## src/rtl/fifo_pkg.sv

```systemverilog
`default_nettype none
// +------------------------------------------------------------------+
// | Module      : fifo_pkg                                           |
// | Description : Shared constants for param_fifo: default geometry  |
// |               and the control FSM state encoding.                |
// | Ports       : none (package)                                     |
// | Revision    : 1.0 - initial release                              |
// +------------------------------------------------------------------+
package fifo_pkg;

  localparam int DEFAULT_DATA_WIDTH = 32;
  localparam int DEFAULT_ADDR_WIDTH = 3;

  // Control FSM: each state names the operation performed on the last edge.
  localparam int STATE_W = 3;
  localparam logic [STATE_W-1:0] ST_INIT     = 3'd0;
  localparam logic [STATE_W-1:0] ST_NO_OP    = 3'd1;
  localparam logic [STATE_W-1:0] ST_WRITE    = 3'd2;
  localparam logic [STATE_W-1:0] ST_WR_ERROR = 3'd3;
  localparam logic [STATE_W-1:0] ST_READ     = 3'd4;
  localparam logic [STATE_W-1:0] ST_RD_ERROR = 3'd5;
  localparam logic [STATE_W-1:0] ST_RD_WR    = 3'd6;

endpackage
`default_nettype wire

```

## src/rtl/fifo_read_mux.sv

```systemverilog
`default_nettype none
// +------------------------------------------------------------------+
// | Module      : fifo_read_mux                                      |
// | Description : DEPTH-to-1 word selector for the FIFO read port.   |
// | Ports       : words - all storage words, word i at bits          |
// |                       [i*DATA_WIDTH +: DATA_WIDTH]               |
// |               sel   - index of the word to present               |
// |               data  - selected word (combinational)              |
// | Revision    : 1.0 - initial release                              |
// +------------------------------------------------------------------+
module fifo_read_mux
  import fifo_pkg::*;
#(
  parameter int DATA_WIDTH = DEFAULT_DATA_WIDTH,
  parameter int ADDR_WIDTH = DEFAULT_ADDR_WIDTH
) (
  input  logic [(2**ADDR_WIDTH)*DATA_WIDTH-1:0] words,
  input  logic [ADDR_WIDTH-1:0]                 sel,
  output logic [DATA_WIDTH-1:0]                 data
);

  localparam int DEPTH = 2**ADDR_WIDTH;

  logic [DATA_WIDTH-1:0] word_arr [DEPTH];

  genvar i;
  generate
    for (i = 0; i < DEPTH; i++) begin : g_unpack
      assign word_arr[i] = words[i*DATA_WIDTH +: DATA_WIDTH];
    end
  endgenerate

  assign data = word_arr[sel];

endmodule
`default_nettype wire

```

## src/rtl/param_fifo.sv

```systemverilog
`default_nettype none
// +------------------------------------------------------------------+
// | Module      : param_fifo                                         |
// | Description : Synchronous FIFO, DEPTH = 2**ADDR_WIDTH words, with|
// |               registered read data and per-side ack/err pulses.  |
// | Ports       : clk, reset (sync, active-high)                     |
// |               wr_en, din        - write request / data           |
// |               rd_en, dout       - read request / registered data |
// |               full, empty       - occupancy decodes              |
// |               wr_ack, wr_err    - last cycle's write outcome     |
// |               rd_ack, rd_err    - last cycle's read outcome      |
// |               data_count        - occupancy 0..DEPTH             |
// | Revision    : 1.0 - initial release                              |
// +------------------------------------------------------------------+
module param_fifo
  import fifo_pkg::*;
#(
  parameter int DATA_WIDTH = DEFAULT_DATA_WIDTH,
  parameter int ADDR_WIDTH = DEFAULT_ADDR_WIDTH
) (
  input  logic                  clk,
  input  logic                  reset,
  input  logic                  wr_en,
  input  logic                  rd_en,
  input  logic [DATA_WIDTH-1:0] din,
  output logic [DATA_WIDTH-1:0] dout,
  output logic                  full,
  output logic                  empty,
  output logic                  wr_ack,
  output logic                  wr_err,
  output logic                  rd_ack,
  output logic                  rd_err,
  output logic [ADDR_WIDTH:0]   data_count
);

  localparam int DEPTH = 2**ADDR_WIDTH;
  localparam logic [ADDR_WIDTH-1:0] PTR_ONE    = 1;
  localparam logic [ADDR_WIDTH:0]   COUNT_ZERO = '0;
  localparam logic [ADDR_WIDTH:0]   COUNT_FULL = DEPTH[ADDR_WIDTH:0];

  logic [DATA_WIDTH-1:0]       mem [DEPTH];
  logic [DEPTH*DATA_WIDTH-1:0] mem_flat;
  logic [DATA_WIDTH-1:0]       rd_word;
  logic [ADDR_WIDTH-1:0]       wr_ptr;
  logic [ADDR_WIDTH-1:0]       rd_ptr;
  logic                        wr_ok;
  logic                        rd_ok;

  logic [STATE_W-1:0] state;
  logic [STATE_W-1:0] state_next;
  // Set when a WRITE/READ state also carries the opposite side's error
  // (both requested while empty, or both requested while full).
  logic               side_err;
  logic               side_err_next;

  assign full  = (data_count == COUNT_FULL);
  assign empty = (data_count == COUNT_ZERO);

  // A write at full is rejected even when a read is accepted alongside it.
  assign wr_ok = wr_en && !full;
  assign rd_ok = rd_en && !empty;

  // ---------------- storage and read path ----------------
  always_ff @(posedge clk) begin
    if (!reset && wr_ok) begin
      mem[wr_ptr] <= din;
    end
  end

  genvar i;
  generate
    for (i = 0; i < DEPTH; i++) begin : g_flatten
      assign mem_flat[i*DATA_WIDTH +: DATA_WIDTH] = mem[i];
    end
  endgenerate

  fifo_read_mux #(
    .DATA_WIDTH (DATA_WIDTH),
    .ADDR_WIDTH (ADDR_WIDTH)
  ) u_read_mux (
    .words (mem_flat),
    .sel   (rd_ptr),
    .data  (rd_word)
  );

  // ---------------- pointers, occupancy, read register ----------------
  always_ff @(posedge clk) begin
    if (reset) begin
      wr_ptr     <= '0;
      rd_ptr     <= '0;
      data_count <= '0;
      dout       <= '0;
    end else begin
      if (wr_ok) begin
        wr_ptr <= wr_ptr + PTR_ONE;
      end
      if (rd_ok) begin
        rd_ptr <= rd_ptr + PTR_ONE;
        dout   <= rd_word;
      end
      data_count <= data_count + {{ADDR_WIDTH{1'b0}}, wr_ok}
                               - {{ADDR_WIDTH{1'b0}}, rd_ok};
    end
  end

  // ---------------- control FSM: state register ----------------
  always_ff @(posedge clk) begin
    if (reset) begin
      state    <= ST_INIT;
      side_err <= 1'b0;
    end else begin
      state    <= state_next;
      side_err <= side_err_next;
    end
  end

  // ---------------- control FSM: next state ----------------
  always_comb begin
    state_next    = ST_NO_OP;
    side_err_next = 1'b0;
    if (wr_en && rd_en) begin
      if (empty) begin
        state_next    = ST_WRITE;
        side_err_next = 1'b1;
      end else if (full) begin
        state_next    = ST_READ;
        side_err_next = 1'b1;
      end else begin
        state_next = ST_RD_WR;
      end
    end else if (wr_en) begin
      state_next = full ? ST_WR_ERROR : ST_WRITE;
    end else if (rd_en) begin
      state_next = empty ? ST_RD_ERROR : ST_READ;
    end
  end

  // ---------------- control FSM: outputs ----------------
  always_comb begin
    wr_ack = 1'b0;
    wr_err = 1'b0;
    rd_ack = 1'b0;
    rd_err = 1'b0;
    case (state)
      ST_WRITE: begin
        wr_ack = 1'b1;
        rd_err = side_err;
      end
      ST_WR_ERROR: wr_err = 1'b1;
      ST_READ: begin
        rd_ack = 1'b1;
        wr_err = side_err;
      end
      ST_RD_ERROR: rd_err = 1'b1;
      ST_RD_WR: begin
        wr_ack = 1'b1;
        rd_ack = 1'b1;
      end
      default: ;
    endcase
  end

endmodule
`default_nettype wire

```

## config.mk

```make
export PLATFORM = sky130hd
export DESIGN_NAME = param_fifo
export DESIGN_NICKNAME = d
export VERILOG_FILES = /design/src/rtl/fifo_pkg.sv /design/src/rtl/fifo_read_mux.sv /design/src/rtl/param_fifo.sv
export SDC_FILE = /design/constraint.sdc
export NUM_CORES = 1
export LEC_CHECK = 0
export CORE_MARGIN = 2
export CORE_UTILIZATION = 40
export CTS_CLUSTER_SIZE = 8
export DETAILED_ROUTE_END_ITERATION = 8
export HOLD_SLACK_MARGIN = 0.06
export SETUP_SLACK_MARGIN = 0.4
export SYNTH_ARGS = -nofsm -noshare
export SYNTH_HDL_FRONTEND = slang
export SYNTH_SLANG_ARGS = --single-unit
```

## constraint.sdc

```tcl
create_clock -name clk -period 4.4 [get_ports clk]
set_input_delay 0.88 -clock clk [delete_from_list [all_inputs] [get_ports clk]]
set_output_delay 0.88 -clock clk [all_outputs]
set_load 0.05 [all_outputs]
```

# Yosys cells after proc, flatten, opt, wreduce, memory -nomap -nowiden
# Memory sizes are Yosys's and may differ from the RTL's.
# Cells that the tools add are included.
word_totals:
  input_bits: 36
  elab_cells: 49
  ram_bits: 256
  mem_count: 1
  out_inout_bits: 42
  reg_bits: 46
mem_list:
  columns: ["memory", "depth", "word_bits", "rd", "rd_clocked_by_memory_dff", "write_ports", "line", "text"]
  rows:
  - ["mem", 8, 32, 8, 0, 1, "param_fifo.sv:41", "logic [DATA_WIDTH-1:0] mem [DEPTH];"]
classes:
  eq_ne: 6
  order_cmp: 1
  n_mux: 18
  bitwise_logic: 2
  add_sub_neg: 4
  n_reduce_logical: 11
ops:
  columns: ["op", "n"]
  rows:
  - ["32-bit binary-select mux with 3-bit select", 1]
  - ["32-bit 2-to-1 mux", 2]
  - ["3-bit 2-to-1 mux", 4]
  - ["3-bit equality test, second input constant", 3]
  - ["1-bit 2-to-1 mux", 8]
  - ["3-bit by 1-bit adder with 3-bit output, second input constant", 2]
  - ["3-bit by 2-bit equality test with 1-bit output, second input constant", 2]
  - ["2-bit OR reduction", 3]
  - ["4-bit by 1-bit adder with 4-bit output", 1]
  - ["4-bit equality test, second input constant", 1]
  - ["4-bit >= comparator, second input constant", 1]
  - ["1-bit logical AND", 4]
  - ["4-bit zero test", 1]
  - ["3-bit inverter with 4-bit output", 1]
  - ["1-bit case mux with 2 select lines", 2]
  - ["4-bit by 1-bit subtractor with 4-bit output", 1]
  - ["1-bit zero test", 3]
  - ["2-bit 2-to-1 mux", 1]
  - ["1-bit inverter", 1]

# Logic depth before layout (Yosys ltp)
# Gate-level depths: netlist of run 1.
logic_depth:
  ltp_word: 6
  ltp_mapped: 14
  mapped_depth_nobuf: 12

# Hierarchy
# A second synthesis of run 1 with hierarchy kept.
hier_totals:
  hier_cells: 603
  hier_area_um2: 12044.1
modules_own_cells:
  columns: ["mod", "area_each_um2", "seq_area_each_um2", "cells_each", "instances"]
  rows:
  - ["param_fifo", 9970.8, 8608.3, 489, 1]
  - ["fifo_read_mux", 2073.2, 0.0, 114, 1]

# Least setup slack after synthesis of run 1
# Ideal clock, no wire load.
synth_path:
  path_kind: "reg2reg"
  startpoint: "register data_count[2]"
  endpoint: "memory mem[0][0] in the netlist's numbering (enable)"
  stages_incl_launch_ff: 8
  setup_slack_ns: -0.311
  t_arrival_ns: 4.250
  required_time_ns: 3.939
  setup_ns: 0.461
  synth_period_minus_slack_ns: 4.711
  path_buffers: 1
  cell_sequence: "dfxtp_1 inv_1 ha_1 or3b_2 buf_2 inv_1 or4_1 nor3_1"
synth_via:
  elab_chain_len: 6
synth_lines:
  columns: ["item", "line", "text"]
  rows:
  - ["start, declared", "param_fifo.sv:33", "output logic [ADDR_WIDTH:0] data_count"]
  - ["start signal, assigned", "param_fifo.sv:101", "data_count <= data_count + {{ADDR_WIDTH{1'b0}}, wr_ok}"]
  - ["4-bit equality test", "param_fifo.sv:56", "assign full = (data_count == COUNT_FULL);"]
  - ["named net full", "param_fifo.sv:27", "output logic full,"]
  - ["1-bit zero test", "param_fifo.sv:60", "assign wr_ok = wr_en && !full;"]
  - ["1-bit logical AND", "param_fifo.sv:60", null]
  - ["1-bit logical AND", "param_fifo.sv:65", "if (!reset && wr_ok) begin"]
  - ["1-bit 2-to-1 mux", "param_fifo.sv:65", null]
  - ["1-bit 2-to-1 mux (not written as such)", "param_fifo.sv:66", "mem[wr_ptr] <= din;"]
  - ["end, declared", "param_fifo.sv:41", null]
# The timed path passes the listed nets, and every way through them passes these cells.

# Worst setup path after layout of run 1
layout_path:
  startpoint: "register data_count[2]"
  endpoint: "output full"
layout_via:
  elab_chain_len: 1
layout_lines:
  columns: ["item", "line"]
  rows:
  - ["4-bit equality test", "param_fifo.sv:56"]
  - ["end, declared", "param_fifo.sv:27"]
# No other way between the ends.

==> results.toml, run 1 <==
[floorplan]
die_area_um2 = 30300
coreArea_um2 = 28600
die_w_um = 174
die_h_um = 174
rows = 62
num_io_pins = 78
start_util_pct = 40.5

[global_routing]
grt_pass1_wl_mm = 37.6
grt_util_all_layers_pct = 16.0
grt_pass1_vias = 6575
gr-total-overflow = 0
grt_antenna_before_repair = 0
grt_max_degree = 47

[timing]
setup_viol = 0
slew_violations = 0
fin_tns_setup_ns = 0
rsz0062_at_grt = "false"
hold_viol = 0
slew_headroom_pct = 38.8
fin_worst_skew_ns = 0.0166
min_period_ns = 3.40
worst_slew_pin_slew_ns = 0.914
clock.fmax_ghz = 0.294
hold_ws_ns = 0.460
period_share_pct = 77.3

[routing]
num_vias = 5957
drt-wirelength-per-cell_um = 20.6
ant_nets = 0
drcViolationCount = 0
drtIter0Drc = 395
firstDrtPassIters = 4
totalWireLength_mm = 24.0
via_per_inst = 5.11

[yosys]
ys_seq_area_share_pct = 74.3
yosys_warnings = 0
synth_fp_nets = 689
syn_inst = 644
ys_async_sr_fraction_pct = 0
ys_types = 42
synth_area_per_cell_um2 = 18.0
synth-main-ff-cell = "edfxtp_1"
syn-cell-area_um2 = 11600
synth_edf_count = 256
ys_ff_latch = 302

[finish]
final_cell_mix = "edfxtp_1 (256), mux2i_1 (80), clkdlybuf4s50_1 (77), dfxtp_1 (45), clkbuf_16 (43)"
drive_gt1_share_pct = 12.5
antenna_cells = 0
final_common_cell = "edfxtp_1"
area_growth_pct = 20.7
fill_cells = 2352
fin_nets = 795

[worst_setup_path]
critPathTopFamily = "buffers and inverters"
startpoint_type = "register"
crit_fanout = 6
crit_arrival_ns = 2.52
path_cells = "inv_1, ha_1, or3b_2, inv_1, clkdlybuf4s50_1"
critPathBufInv = 3
critPathMaxStageDelay_ns = 0.81
crit_path_end_kind = "primary output"
required_ns = 3.52
crit_top_cell = "inv_1"
critPathSlowestCell = "clkdlybuf4s50_1"
worstSetupPathType = "register to primary output"

[clock_tree]
cts_max_level = 2
cts.clk_slew.worst_paths_ns = 0.05
cts_buffers = 43
cts_hold_buf = 0
cts_tree = "done"
clkLatencyLatePin_ns = 0.51
clock_sinks = 302
cts_root_buffer = "clkbuf_16"
clockBufferDepth = 3
post_cts_resized = 0
post_cts_buffers = 0

[pwr]
pwr_density_cell_nw_per_um2 = 600
p_leak_nw = 4.54
peakVddDrop_v = 0.000412

[run]
cap_violations = 0

[placement]
dp_hpwl_mm = 14.6
gp_congestion = 0.781
portBuffers = 77

[min_path]
hold_class = "register to register"

[run_status]
outcome = "completed"
==> synth_stat cells (2+ instances only) <==
| library cell | instances | area (µm²) |
|---|---|---|
| edfxtp_1 | 256 | 7690 |
| mux2i_1 | 80 | 801 |
| dfxtp_1 | 46 | 921 |
| a22oi_1 | 39 | 293 |
| nor2_1 | 34 | 128 |
| mux4_2 | 18 | 405 |
| nand2_1 | 16 | 60.1 |
| nand2b_1 | 15 | 93.8 |
| a32o_1 | 13 | 130 |
| o2bb2ai_1 | 12 | 105 |
| a21oi_1 | 11 | 55.1 |
| buf_6 | 9 | 101 |
| inv_1 | 9 | 33.8 |
| nor2b_1 | 9 | 56.3 |
| o21ai_0 | 9 | 45.0 |
| ha_1 | 8 | 100 |
| clkbuf_1 | 7 | 26.3 |
| buf_2 | 6 | 30.0 |
| mux4_1 | 6 | 158 |
| nand3_1 | 4 | 20.0 |
| xor2_1 | 4 | 35.0 |
| buf_4 | 3 | 22.5 |
| buf_8 | 3 | 45.0 |
| a211oi_1 | 2 | 15.0 |
| a22o_1 | 2 | 17.5 |
| buf_1 | 2 | 7.51 |
| buf_12 | 2 | 40.0 |
| clkbuf_2 | 2 | 10.0 |
| inv_2 | 2 | 7.51 |
| nor3_1 | 2 | 10.0 |
| xnor2_1 | 2 | 17.5 |
==> worst register-to-register path, delay by kind of cell, from the launching register on <==
family / cells / cell delay [ns]
fa+ha+maj: 1 / 0.19
buf+inv: 3 / 0.57
flops: 1 / 0.33
simple gates: 3 / 1.32
==> per-layer routing <==
| metal | part of all wire [%] | global-route usage [%] | up-vias | wire [µm] |
|---|---|---|---|---|
| li1 | - | - | 2763 | - |
| met1 | 43 | 20.4 | 3015 | 10300 |
| met2 | 50 | 27.8 | 140 | 12100 |
| met3 | 5.0 | 3.00 | 39 | 1200 |
| met4 | 1.9 | 4.69 | 0 | 445 |
| met5 | 0 | 0 | - | 0 |
==> power by group <==
group / switching [mW] / internal [mW]
Sequential: 0.225 / 3.32
Clock: 1.10 / 1.83
Combinational: 1.12 / 0.787
Total: 2.44 / 5.94
==> sequential cells by signal, summed over array words and instances, names as in the netlist <==
signal / count
data_count: 4
dout: 32
mem: 256
rd_ptr: 3
side_err: 1
state: 3
wr_ptr: 3
==> path summary, 6_finish.rpt <==
check                                start               endpoint  slack (ns)  cells after the start
setup / recovery  data_count[2]$_SDFF_PP0_                   full         1.0                      5
hold / removal       dout[14]$_SDFFE_PP0P_  dout[14]$_SDFFE_PP0P_        0.46                      1
setup reg to reg  data_count[2]$_SDFF_PP0_    mem[6][7]$_DFFE_PP_        1.67                      7
hold reg to reg      dout[14]$_SDFFE_PP0P_  dout[14]$_SDFFE_PP0P_        0.46                      1
==> through the flow <==
stage / area (µm²) / std cells / setup WS, ns / util [%] / total power, mW
floorplan: 11600 / 644 / 0.544 / - / 5.02
global placement: 12800 / 1089 / 0.836 / 44.6 / 5.48
detailed placement: 12800 / 1089 / 0.777 / 44.6 / 5.52
CTS: 14000 / 1165 / 0.970 / 48.8 / 8.47
global route: 14000 / 1165 / 0.888 / 48.8 / 8.73
finish: 14000 / 1165 / 1.00 / 48.8 / 8.38
==> final cells by class <==
type	instances	area, µm²	area share (%)
multi-input cells	296	2720	19.5
well taps	384	480	3.44
repair buffers	96	913	6.53
clock buffers	75	1210	8.63
flip-flops and latches	302	8610	61.6
clock inverters	1	8.76	0.0626
inverters	11	41.3	0.295
==> cell families (layout without fill, tap and decap cells) <==
logic type | Yosys count | count (layout) | synth area share (%)
buf+inv | 46 | 183 | 2.86
xor+xnor | 6 | 6 | 0.454
mux | 104 | 104 | 11.8
simple gates | 88 | 88 | 3.82
compound gates | 89 | 89 | 5.77
fa+ha+maj | 9 | 9 | 1.04
flops | 302 | 302 | 74.3
(Power assumes the default switching activity.)
==> run 2: changes to the inputs <==
clock period = 2.85 ns   (was 4.4 ns; I/O delays follow)
==> run 2 against run 1 <==
Sequential cell count is the same. Design area is 1.8% higher. Non-clock buffer count grew 16. Clock-buffer cell count up 2. Sequential share of layout area is 0.99 points lower. Wire length shrank 1.1%. Global-route usage is 0.21 points lower. Via count up 2.0%. Sequential power rose by 52%. Largest cell class unchanged. Critical path depth is 2 higher.
==> results.toml, run 2 (synthesis results as in run 1) <==
[placement]
dp_hpwl_mm = 14.5
gp_congestion = 0.803
placed_area_um2 = 13000
dp.cells = 1103
portBuffers = 77
post-place-ws_ns = 0.162

[timing]
slew_headroom_pct = 63.4
worst_slew_pin_slew_ns = 0.548
fin_tns_setup_ns = 0
hold_viol = 0
slew_violations = 0
fin_worst_skew_ns = 0.0177
worst_slack_ns = 0.449
setup_viol = 0
rsz0062_at_grt = "true"
min_period_ns = 2.40
hold_ws_ns = 0.464
period_share_pct = 84.2
clock.fmax_ghz = 0.417

[worst_setup_path]
required_ns = 3.05
path_cells = "inv_2, ha_1, or3b_4, clkinvlp_4, or4_4, nor3_4, buf_4"
critPathSlowestCell = "or4_4"
crit_path_end_kind = "register"
r2r-start = "data_count[2]$_SDFF_PP0_"
critPathBufInv = 3
critPathMaxStageDelay_ns = 0.58
crit_arrival_ns = 2.60
rr_endpoint = "mem[0][12]$_DFFE_PP_"
worstSetupPathType = "register to register"
critPathTopFamily = "simple AND/OR/NAND/NOR gates"
startpoint_type = "register"
crit_fanout = 11
r2r_cells = 7
r2r_setup_slack_ns = 0.45

[finish]
final_cell_mix = "edfxtp_1 (256), mux2i_1 (80), clkdlybuf4s50_1 (72), clkbuf_16 (43), dfxtp_1 (41)"
finalNonFillerCells = 1185
final_area_um2 = 14200
largestRegisters = "mem x256, dout x32, data_count x4"
final_common_cell = "edfxtp_1"
top_register = "mem"
post-route-util_pct = 49.7
fin_nets = 811
drive_gt1_share_pct = 15.7
area_growth_pct = 22.8
antenna_cells = 0
largest_register_ffs = 256

[routing]
drtIter0Drc = 399
totalWireLength_mm = 23.8
ant_nets = 0
firstDrtPassIters = 5
drt-wirelength-per-cell_um = 20.1
drcViolationCount = 0
via_per_inst = 5.13
num_vias = 6074

[floorplan]
start_util_pct = 40.5
die_w_um = 174
die_h_um = 174
num_io_pins = 78
rows = 62
coreArea_um2 = 28600
die_area_um2 = 30300

[run_status]
outcome = "completed"

[global_routing]
grt_pass1_vias = 6505
grt_pass1_wl_mm = 36.7
gr-total-overflow = 0
grt_util_all_layers_pct = 15.8
grt_antenna_before_repair = 0
grt_max_degree = 33

[pwr]
p_leak_nw = 4.66
pwr_density_cell_nw_per_um2 = 922
peakVddDrop_v = 0.000721
total_power_mw = 13.1

[clock_tree]
clock_sinks = 302
cts_tree = "done"
cts.clk_slew.worst_paths_ns = 0.05
cts_buffers = 43
cts_max_level = 2
clockBufferDepth = 3
clkLatencyLatePin_ns = 0.52
cts_root_buffer = "clkbuf_16"

[min_path]
min_from = "dout[4]$_SDFFE_PP0P_"
holdPathStages = 1
hold_class = "register to register"
hold_end = "dout[4]$_SDFFE_PP0P_"

[run]
cap_violations = 0
[run 2: timing repair]
| item | in CTS | in global routing |
|---|---|---|
| setup endpoints to repair | 7 | 15 |
| endpoints found under the hold margin | 0 | 0 |
| gates resized for setup | 5 | 3 |
| hold buffers | 0 | 0 |
| setup buffers | 0 | 2 |
| pin swaps | 0 | 1 |
[run 2: area by class of cell]
| cell class | instances | area, µm² |
|---|---|---|
| Inverter | 11 | 47.5 |
| Timing Repair Buffer | 112 | 1110 |
| Sequential cell | 302 | 8620 |
| Multi-Input combinational cell | 296 | 2740 |
| Tap cell | 384 | 480 |
| Clock buffer | 77 | 1200 |
| Fill cell | 2342 | 14400 |
| Clock inverter | 3 | 26.3 |
[run 2: routing by layer]
layer | wire length [µm] | GRT usage (%) | up-vias
li1 | - | - | 2800
met1 | 10100 | 19.6 | 3092
met2 | 12100 | 27.6 | 137
met3 | 991 | 2.95 | 45
met4 | 633 | 5.50 | 0
met5 | 0 | 0 | -
[run 2: worst max path at each step]
| stage | startpoint | endpoint | slack [ns] | cells after the start |
|---|---|---|---|---|
| floorplan | data_count[2]$_SDFF_PP0_ | mem[0][0]$_DFFE_PP_ | -0.27 | 7 |
| detailed placement | wr_en | mem[0][13]$_DFFE_PP_ | 0.16 | 5 |
| global route | data_count[2]$_SDFF_PP0_ | data_count[2]$_SDFF_PP0_ | 0.37 | 12 |
| CTS | data_count[2]$_SDFF_PP0_ | data_count[2]$_SDFF_PP0_ | 0.40 | 12 |
| global placement | wr_en | mem[0][30]$_DFFE_PP_ | 0.22 | 5 |
| finish | data_count[2]$_SDFF_PP0_ | mem[0][12]$_DFFE_PP_ | 0.45 | 7 |
[run 2: report_power, final]
part           internal (mW)  switching [mW]  total, mW
logic                   1.32            1.84       3.15
registers               5.13           0.261       5.40
clock network           2.83            1.73       4.56
